## config.mk

```make
export PLATFORM = sky130hd
export DESIGN_NAME = enable_window_gen
export DESIGN_NICKNAME = d
export VERILOG_FILES = /design/src/rtl/enable_window_gen.sv
export SDC_FILE = /design/constraint.sdc
export NUM_CORES = 1
export LEC_CHECK = 0
export CAP_MARGIN = 10
export CORE_MARGIN = 5
export CORE_UTILIZATION = 25
export CTS_CLUSTER_DIAMETER = 30
export DETAILED_ROUTE_END_ITERATION = 7
export PLACE_DENSITY_LB_ADDON = 0.15
export SYNTH_ARGS = -nofsm -noshare
export SYNTH_HDL_FRONTEND = slang
export SYNTH_SLANG_ARGS = --single-unit
```

## constraint.sdc

```tcl
create_clock -name clk_in -period 4.05 [get_ports clk_in]
set_clock_uncertainty 0.1 [all_clocks]
set_input_delay 0.405 -clock clk_in [delete_from_list [all_inputs] [get_ports clk_in]]
set_output_delay 0.405 -clock clk_in [all_outputs]
set_load 0.02 [all_outputs]
```

## src/rtl/enable_window_gen.sv

```systemverilog
// Per-channel enable-window generator: a start pulse produces a delayed, optionally periodic enable window.
// Outputs are registered one cycle after the sampled start/stop. There is no backpressure: every pulse is acted on.
module enable_window_gen #(
    parameter int NUM_CH = 4,
    parameter int CNT_W  = 32
) (
    input  logic                    clk_in,
    input  logic                    resetn_in,
    input  logic [NUM_CH-1:0]       start_in,
    input  logic [NUM_CH-1:0]       stop_in,
    input  logic [NUM_CH*CNT_W-1:0] delay_in,
    input  logic [NUM_CH*CNT_W-1:0] length_in,
    input  logic [NUM_CH*CNT_W-1:0] gap_in,
    input  logic [NUM_CH-1:0]       repeat_in,
    output logic [NUM_CH-1:0]       enable_out,
    output logic [NUM_CH-1:0]       busy_out,
    output logic [NUM_CH-1:0]       done_out,
    output logic                    any_enable_out
);
    typedef enum logic [1:0] {IDLE, DELAY, ACTIVE, GAP} state_t;

    localparam logic [CNT_W-1:0] ONE = CNT_W'(1);

    logic [NUM_CH-1:0] en_nxt;

    for (genvar ch = 0; ch < NUM_CH; ch++) begin : g_ch
        state_t           state_q, state_d;
        logic [CNT_W-1:0] cnt_q, cnt_d;
        logic [CNT_W-1:0] len_q, gap_q;
        logic             rpt_q;
        logic             done_d;
        logic             en_q, busy_q, done_q;
        logic [CNT_W-1:0] delay_i, length_i, gap_i;

        assign delay_i  = delay_in[ch*CNT_W +: CNT_W];
        assign length_i = length_in[ch*CNT_W +: CNT_W];
        assign gap_i    = gap_in[ch*CNT_W +: CNT_W];

        // The counter holds the remaining cycles of the current phase, so a count of 1 marks the last cycle.
        always_comb begin
            state_d = state_q;
            cnt_d   = cnt_q;
            done_d  = 1'b0;
            if (stop_in[ch]) begin
                if (state_q != IDLE) begin
                    state_d = IDLE;
                    done_d  = 1'b1;
                end
            end else if (start_in[ch]) begin
                if (delay_i != '0) begin
                    state_d = DELAY;
                    cnt_d   = delay_i;
                end else if (length_i != '0) begin
                    state_d = ACTIVE;
                    cnt_d   = length_i;
                end else begin
                    state_d = IDLE;
                    done_d  = 1'b1;
                end
            end else begin
                case (state_q)
                    DELAY: begin
                        if (cnt_q == ONE) begin
                            if (len_q != '0) begin
                                state_d = ACTIVE;
                                cnt_d   = len_q;
                            end else begin
                                state_d = IDLE;
                                done_d  = 1'b1;
                            end
                        end else begin
                            cnt_d = cnt_q - ONE;
                        end
                    end
                    ACTIVE: begin
                        if (cnt_q == ONE) begin
                            if (!rpt_q) begin
                                state_d = IDLE;
                                done_d  = 1'b1;
                            end else if (gap_q != '0) begin
                                state_d = GAP;
                                cnt_d   = gap_q;
                            end else begin
                                cnt_d = len_q;
                            end
                        end else begin
                            cnt_d = cnt_q - ONE;
                        end
                    end
                    GAP: begin
                        if (cnt_q == ONE) begin
                            state_d = ACTIVE;
                            cnt_d   = len_q;
                        end else begin
                            cnt_d = cnt_q - ONE;
                        end
                    end
                    default: ;
                endcase
            end
        end

        always_ff @(posedge clk_in) begin
            if (!resetn_in) begin
                state_q <= IDLE;
                cnt_q   <= '0;
                len_q   <= '0;
                gap_q   <= '0;
                rpt_q   <= 1'b0;
                en_q    <= 1'b0;
                busy_q  <= 1'b0;
                done_q  <= 1'b0;
            end else begin
                state_q <= state_d;
                cnt_q   <= cnt_d;
                en_q    <= (state_d == ACTIVE);
                busy_q  <= (state_d != IDLE);
                done_q  <= done_d;
                if (start_in[ch] && !stop_in[ch]) begin
                    len_q <= length_i;
                    gap_q <= gap_i;
                    rpt_q <= repeat_in[ch];
                end
            end
        end

        assign en_nxt[ch]     = (state_d == ACTIVE);
        assign enable_out[ch] = en_q;
        assign busy_out[ch]   = busy_q;
        assign done_out[ch]   = done_q;
    end

    // Registered from the next-state enables so it lines up with enable_out.
    always_ff @(posedge clk_in) begin
        if (!resetn_in) begin
            any_enable_out <= 1'b0;
        end else begin
            any_enable_out <= |en_nxt;
        end
    end
endmodule
```

Word-level counts from Yosys, hierarchy flattened
Index checks and enable logic that the tools add are counted.
- muxes and demuxes: 128
- reduce and logical (&&, ||, !) cells: 41
- add/sub/neg operators: 4
- equality and inequality tests: 32
- bitwise logic cells: 4
- operators by type and width (operator ; count):
    $mux 32 ; 36
    $reduce_bool 32->1 ; 16
    $pmux 32 s3 ; 4
    $eq 32x1->1 const B ; 4
    $sub 32x1->32 const B ; 4
    $mux 2 ; 44
    $mux 1 ; 36
    $ne 4x4->1 const B ; 8
    $eq 2x2->1 const B ; 12
    $pmux 2 s3 ; 4
    $reduce_and 5->1 ; 4
    $reduce_bool 2->1 ; 8
    $reduce_bool 4->1 ; 4
    $ne 3x1->1 const B ; 4
    $eq 2x1->1 const B ; 4
    $pmux 1 s2 ; 4
    $logic_and 1x1->1 ; 4
    $logic_not 1->1 ; 4
    $not 1->1 ; 4
    $reduce_or 4->1 ; 1
- bits in registers: 409
- output and inout port bits: 13
- input bits: 398
- logic and storage cells: 242

Logic depth before layout (Yosys ltp)
Gate-level depths: netlist (run 1).
- depth after elaboration: 9
- mapped depth: 12
- depth with buffers taken out: 10

Least setup slack after synthesis (run 1)
OpenSTA, ideal clock, no wires.
- path kind: reg-to-reg
- start: register g_ch[0].cnt_q[8]
- end: register any_enable_out
- stages on the path, launching flop included: 12
- path buffers: 3
- period minus slack after synthesis: 3.695 ns
- arrival: 3.461 ns
- slack: 0.355 ns
- cells stage by stage: dfxtp_1 -> or4_4 -> buf_6 -> or4_4 -> buf_6 -> or4_4 -> buf_6 -> o21a_1 -> a2111oi_2 -> o41ai_1 -> and3_1 -> or4_1
- longest elaborated chain between the ends: 7
- elaborated cells between the ends (all ways): 9
- ends and longest elaborated chain (item ; line ; text):
    start: declaration ; 28 ; logic [CNT_W-1:0] cnt_q, cnt_d;
    start signal: assignment ; 115 ; cnt_q <= cnt_d;
    $eq 32x1->1 (*) ; 63, 76, 91 ;
    $mux 2 (on tied branches) ; 91, 63, 76 ;
    $pmux 2 s3 (*) ; 61 ; case (state_q)
    $mux 2 (*) ; 49 ; end else if (start_in[ch]) begin
    $mux 2 (*) ; 44 ; if (stop_in[ch]) begin
    $eq 2x2->1 (*) ; 127 ; assign en_nxt[ch] = (state_d == ACTIVE);
    $reduce_or 4->1 (*) ; 138 ; any_enable_out <= |en_nxt;
    end signal: assignment ; 138 ;
    end: declaration ; 18 ; output logic any_enable_out
Every way passes the cells marked *; elsewhere a longest branch is shown, timed or not.
A chain may end at the register's enable or synchronous reset.

Final worst setup path (run 1)
Ends and elaborated chain as after synthesis.

==> out/results.tsv, run 1 <==
stage	metric	value	unit
status	outcome	complete, no violations	
floorplanning	initial_utilization	25.1	%
hold_path	hold_depth	3	
floorplanning	die_x	311	um
routing	routedWlPerCell	19.7	um
synth	ys_seq_area_share	36.2	%
sta	slew_headroom	37.9	%
worst_setup_path	cp_common_cell	or4_4	
floorplanning	die-height	311	um
sta	rsz0062_at_grt	no	
clocking	root_buffer	clkbuf_16	
hold_path	hold_start	gap_in[116]	
clocking	ctsHtreeMaxLevel	4	
routing	via_per_inst	5.04	
synth	yosys.area.top_type	dfxtp_1	
synth	syn_nets	3451	
cells_and_area	nNetsFinal	3837	
floorplanning	num_rows	110	
synth	ys_types	72	
power_and_ir_drop	p_sw	4780	uW
cells_and_area	drive_gt1_share	9.67	%
worst_setup_path	critPathArrivalTime	4250	ps
synth	synthCells	3025	
worst_setup_path	crit_type	reg -> reg	
synth	synth_top_area_share	36.2	%
placement	place_congestion	0.822	
clocking	cts_resized	0	
worst_setup_path	path_cells	or4_4 -> or4_4 -> or4_4 -> o21a_1 -> a2111oi_2 -> o41ai_1 -> and3_1 -> or4_1	
placement	portBuffers	410	
power_and_ir_drop	seq_power_share	26.0	%
run	cap_viol_max_count	0	
sta	finalCritPeriodShare	93.2	%
floorplanning	die-area	96700	um^2
power_and_ir_drop	static-leakage-power	0.0128	uW
sta	min_period	3780	ps
worst_setup_path	slowest_delay	600	ps
synth	synthFlopType	dfxtp_1	
power_and_ir_drop	vdd_drop_max	346	uV
sta	worstMarginPinSlew	924	ps
power_and_ir_drop	pwr-share-clk	59.0	%
power_and_ir_drop	switching_share	27.3	%
worst_setup_path	crit_path_max_fanout	8	
floorplanning	core_area	90000	um^2
synth	ys_ff_latch	409	
floorplanning	io_pins	411	
clocking	post_cts_buffers	0	
worst_setup_path	end_kind	flip-flop	
synth	yosysWarnings	0	
routing	ant_nets	0	
worst_setup_path	critPathSlowestCell	or4_4	
power_and_ir_drop	power_frac_comb	15.0	%
clocking	clk_latency	710	ps
clocking	clkTransAtPathRegs	40	ps
sta	hold_viol	0	
routing	dr_total_vias	23600	
worst_setup_path	r2r_slack	270	ps
grt	grt_max_degree	72	
clocking	cts_buffers	132	
routing	drt_first_pass_iters	5	
sta	fin_setup_tns	0	ps
clocking	cts_tree	yes	
worst_setup_path	critical_path_buf_inv_count	0	
grt	grt_pass1_wl	142000	um
grt	antenna_found_initial	2	
routing	drt_iter0_markers	1454	
cells_and_area	final_cells	4695	
placement	dp.cells	4452	
worst_setup_path	r2r_cells	8	
cells_and_area	area_delta_synth_final	43.9	%
grt	grtUsageTotal	18.4	%
sta	clock.fmax	265	MHz
sta	slew_violations	0	
sta	setup_violations	0	
placement	hpwl	67900	um
synth	synthTopCellsByArea	dfxtp_1 36%, nand2_1 12%, a21oi_1 8.7%	
grt	first_global_vias	24200	
worst_setup_path	start_kind	flip-flop	
power_and_ir_drop	p_int	12700	uW
grt	overflow	0	
cells_and_area	fillCellCount	9511	
worst_setup_path	cp_data_required_time	4520	ps
worst_setup_path	timing.rr.start	g_ch[0].cnt_q[8]	
routing	totalWireLength	92300	um
worst_setup_path	r2r-end	any_enable_out	
routing	drc_errors	0	
clocking	ctsLongestPathBuffers	3	
synth	synth_edf_count	0	
power_and_ir_drop	powerDensity	537	nW/um^2
synth	syn_area	22600	um^2
hold_path	hold_end	g_ch[3].gap_q[20]	
hold_path	hold_path_class	in -> reg	
clocking	clkSinkCount	409	
synth	synth_async_sr_flop_share	0	%
worst_setup_path	path_delay_family	simple AND/OR/NAND/NOR gates	
synth	synth.avg_cell_area	7.48	um^2
stage by stage:
step	utilization (%)	setup slack [ps]	total power (uW)	hold slack, ps	cell area [um^2]
2_1_floorplan	-	355	6130	346	22600
3_3_place_gp	31.1	290	7250	361	28000
6_report	36.2	275	17500	144	32600
4_1_cts	36.2	248	17700	86.8	32600
3_5_place_dp	31.1	251	7240	362	28000
5_1_grt	36.2	115	18300	114	32600
power by group through the flow:
stage / clock (uW) / sequential, uW / combinational, uW
CTS: 10500 / 4550 / 2650
finish: 10300 / 4550 / 2630
global placement: 0 / 4610 / 2640
detailed placement: 0 / 4610 / 2630
global route: 10800 / 4590 / 2920
floorplan: 0 / 4520 / 1610
state kept, by name (all words and copies together) (netlist names):
register / cells
g_ch.gap_q: 128
g_ch.done_q: 4
g_ch.en_q: 4
g_ch.len_q: 128
g_ch.busy_q: 4
any_enable_out: 1
g_ch.cnt_q: 128
g_ch.rpt_q: 4
g_ch.state_q: 8
layer usage:
metal	GRT usage [%]	share of wire, %
met1	23.8	45
met2	30.3	47
met3	4.48	5.2
met4	5.91	2.5
met5	0	0
worst max-delay path by stage:
stage / from / end / slack, ps / depth (start not counted)
global placement: g_ch[0].cnt_q[8] / any_enable_out / 290 / 8
floorplan: g_ch[0].cnt_q[8] / any_enable_out / 350 / 11
finish: g_ch[0].cnt_q[8] / any_enable_out / 270 / 8
CTS: g_ch[0].cnt_q[8] / any_enable_out / 250 / 8
detailed placement: g_ch[0].cnt_q[8] / any_enable_out / 250 / 8
global route: g_ch[0].cnt_q[8] / any_enable_out / 120 / 8
Yosys cell counts (42+ instances only):
cell type,number
nor4_1,167
dfxtp_1,409
mux2i_1,119
nor2_1,135
nand2_1,720
clkbuf_1,191
a21oi_1,394
o21ai_0,65
nor3_1,42
xor2_1,51
a211oi_1,104
o22ai_1,65
a21o_1,57
layout make-up:
class	instances	area, um^2	share of cell area [%]
multi-input cells	2348	13500	41.4
inverters	35	139	0.426
diodes	3	7.51	0.0230
repair buffers	485	4730	14.5
flip-flops and latches	409	8190	25.1
clock inverters	54	691	2.12
well taps	1176	1470	4.52
clock buffers	185	3870	11.9
cell families (layout without fill, tap and decap cells):
logic type	after synthesis	after routing	share of synthesized area (%)
AND/OR/NAND/NOR	1260	1260	25.4
multiplexers	133	133	5.96
XOR/XNOR	80	80	3.10
buffers and inverters	268	759	4.75
flip-flops	409	409	36.2
AO/OA/AOI/OAI	847	847	23.1
other	0	3	0
adder cells (fa/ha/maj)	28	28	1.55
tightest hold or removal path: cells and delay by family:
kind,cells,cell delay (ps)
buffers and inverters,1,400
and+or+nand+nor,1,60
AOI/OAI and AO/OA,1,50
cells in the final DEF (no fill, tap or decap), drive strengths merged, types with 6 or more instances in the layout:
cell type      count
o211ai            10
a31oi             16
nand3             39
and2              12
nand2            720
a22o              28
o32ai             16
mux2              14
xor2              51
clkbuf           185
mux2i            119
or3               18
nor3              42
o41ai              8
and3              11
bufinv            10
a211oi           104
o22ai             65
a32o               6
clkdlybuf4s50    407
or2                6
buf               77
nand3b            16
inv               41
a21oi            394
nor2             135
nand2b            11
o21ai             80
a21o              57
a211o              6
nor4             167
nand4             35
ha                28
dfxtp            409
xnor2             29
or4               28
o31ai             11
clkinv            35
timing repair:
action / in CTS / in global routing
hold buffers: 1 / 0
setup endpoints to repair: 0 / 0
endpoints found under the hold margin: 1 / 0
No activity file was read; power rests on OpenSTA's default activity.
==> run 2: changes to the inputs <==
SETUP_SLACK_MARGIN = 0.5   (was unset)
SKIP_CTS_REPAIR_TIMING = 1   (was unset)
==> out/results.tsv, run 2 (synthesis gave the netlist of run 1 again) <==
stage	metric	value	unit	change
floorplanning	core_area	90000	um^2	unchanged
worst_setup_path	start_kind	flip-flop		unchanged
routing	ant_nets	0		unchanged
routing	dr_total_vias	23800		was 23600
hold_path	hold_path_class	in -> reg		unchanged
clocking	clkTransAtPathRegs	40	ps	about the same
placement	portBuffers	410		unchanged
worst_setup_path	critical_path_buf_inv_count	0		unchanged
worst_setup_path	cp_data_required_time	4500	ps	was 4520 ps
worst_setup_path	end_kind	flip-flop		unchanged
cells_and_area	area_delta_synth_final	44.7	%	was 43.9%
routing	drt_first_pass_iters	5		unchanged
placement	hpwl	66500	um	was 67900 um
routing	totalWireLength	91200	um	was 92300 um
clocking	cts_tree	yes		unchanged
sta	finalCritPeriodShare	87.9	%	was 93.2%
power_and_ir_drop	p_total	17700	uW	was 17500 uW
sta	fin_setup_tns	0	ps	unchanged
grt	overflow	0		unchanged
sta	slew_headroom	39.0	%	was 37.9%
power_and_ir_drop	vdd_drop_max	277	uV	was 346 uV
cells_and_area	ff_latch_area	8190	um^2	about the same
worst_setup_path	cp_common_cell	or4_4		unchanged
sta	min_period	3560	ps	was 3780 ps
cells_and_area	final_common_cell	nand2_1		unchanged
grt	grt_pass1_wl	140000	um	was 142000 um
power_and_ir_drop	powerDensity	539	nW/um^2	was 537 nW/um^2
floorplanning	die_x	311	um	unchanged
routing	drc_errors	0		unchanged
clocking	ctsHtreeMaxLevel	4		unchanged
worst_setup_path	path_cells	or4_4 -> or4_4 -> or4_4 -> o21a_4 -> a2111oi_4 -> o41ai_2 -> and3_1 -> or4_1		was or4_4 -> or4_4 -> or4_4 -> o21a_1 -> a2111oi_2 -> o41ai_1 -> and3_1 -> or4_1
cells_and_area	drive_gt1_share	9.90	%	was 9.67%
clocking	clkSinkCount	409		unchanged
placement	place_congestion	0.813		was 0.822
cells_and_area	multiInputGateArea	13500	um^2	about the same
clocking	root_buffer	clkbuf_16		unchanged
sta	rsz0062_at_grt	yes		was no
clocking	clk_latency	700	ps	was 710 ps
power_and_ir_drop	static-leakage-power	0.0128	uW	about the same
routing	drt_iter0_markers	1368		was 1454
run	cap_viol_max_count	0		unchanged
worst_setup_path	path_delay_family	simple AND/OR/NAND/NOR gates		unchanged
sta	slew_violations	0		unchanged
cells_and_area	fillCellCount	9542		was 9511
clocking	cts_buffers	137		was 132
floorplanning	io_pins	411		unchanged
floorplanning	num_rows	110		unchanged
sta	clock.fmax	281	MHz	was 265 MHz
worst_setup_path	critPathSlowestCell	or4_4		unchanged
floorplanning	die-height	311	um	unchanged
clocking	ctsLongestPathBuffers	3		unchanged
sta	hold_viol	0		unchanged
floorplanning	die-area	96700	um^2	unchanged
sta	setup_violations	0		unchanged
cells_and_area	most-common-layout-cells	719 x nand2_1, 408 x dfxtp_1, 407 x clkdlybuf4s50_1		was 719 x nand2_1, 409 x dfxtp_1, 407 x clkdlybuf4s50_1
floorplanning	initial_utilization	25.1	%	unchanged
grt	grt_max_degree	77		was 72
cells_and_area	nNetsFinal	3841		was 3837
grt	antenna_found_initial	2		unchanged
grt	first_global_vias	23700		was 24200
worst_setup_path	slowest_delay	610	ps	was 600 ps
worst_setup_path	crit_path_max_fanout	6		was 8
worst_setup_path	critPathArrivalTime	4010	ps	was 4250 ps
worst_setup_path	crit_type	reg -> reg		unchanged
cells_and_area	reg_top3	g_ch.cnt_q: 128 flops, g_ch.gap_q: 128 flops, g_ch.len_q: 128 flops		unchanged
routing	via_per_inst	5.06		was 5.04
sta	worstMarginPinSlew	914	ps	was 924 ps
grt	grtUsageTotal	18.0	%	was 18.4%
status	outcome	complete, no violations		unchanged
routing	routedWlPerCell	19.4	um	was 19.7 um
-- run 2: path summary, 6_finish.rpt --
| kind | start | to | slack, ps | depth (start not counted) |
|---|---|---|---|---|
| min | resetn_in | g_ch[2].state_q[1] | 50 | 3 |
| max reg2reg | g_ch[0].cnt_q[8] | any_enable_out | 490 | 8 |
| min reg2reg | g_ch[2].gap_q[21] | g_ch[2].gap_q[21] | 370 | 2 |
| max | g_ch[0].cnt_q[8] | any_enable_out | 490 | 8 |
-- run 2: worst register-to-register path, delay by kind of cell, from the launching register on --
kind	cells	cell delay, ps
AO/OA/AOI/OAI	3	650
flip-flops	1	350
AND/OR/NAND/NOR	5	2300
-- run 2: layer usage --
metal / vias to the layer above / wire [um] / track usage (%)
met1: 11300 / 42100 / 23.7
li1: 11800 / - / -
met3: 126 / 4320 / 3.96
met2: 567 / 42700 / 29.4
met4: 0 / 2050 / 5.65
met5: - / 0 / 0
-- run 2: final cells by class --
type                            instances  share of cell area, %
Antenna cell                            2                 0.0153
Inverter                               35                  0.424
Tap cell                             1176                   4.49
Sequential cell                       409                   25.0
Clock inverter                         51                   1.98
Multi-Input combinational cell       2348                   41.3
Timing Repair Buffer                  484                   14.5
Clock buffer                          197                   12.3
-- run 2: stage by stage --
step	hold WS, ps	instances	setup WS, ps	utilization [%]	area [um^2]
6_report	52.4	4702	491	36.4	32800
5_1_grt	65.3	4702	382	36.4	32800
4_1_cts	19.4	4694	399	36.3	32700
3_5_place_dp	364	4446	440	31.1	28000
3_3_place_gp	360	4446	482	31.1	28000
2_1_floorplan	346	3025	486	-	22600
-- run 2: report_power, final --
| part | switching [uW] | internal, uW | total (uW) |
|---|---|---|---|
| combinational | 1440 | 1190 | 2640 |
| sequential | 264 | 4290 | 4550 |
| clock | 3070 | 7410 | 10500 |
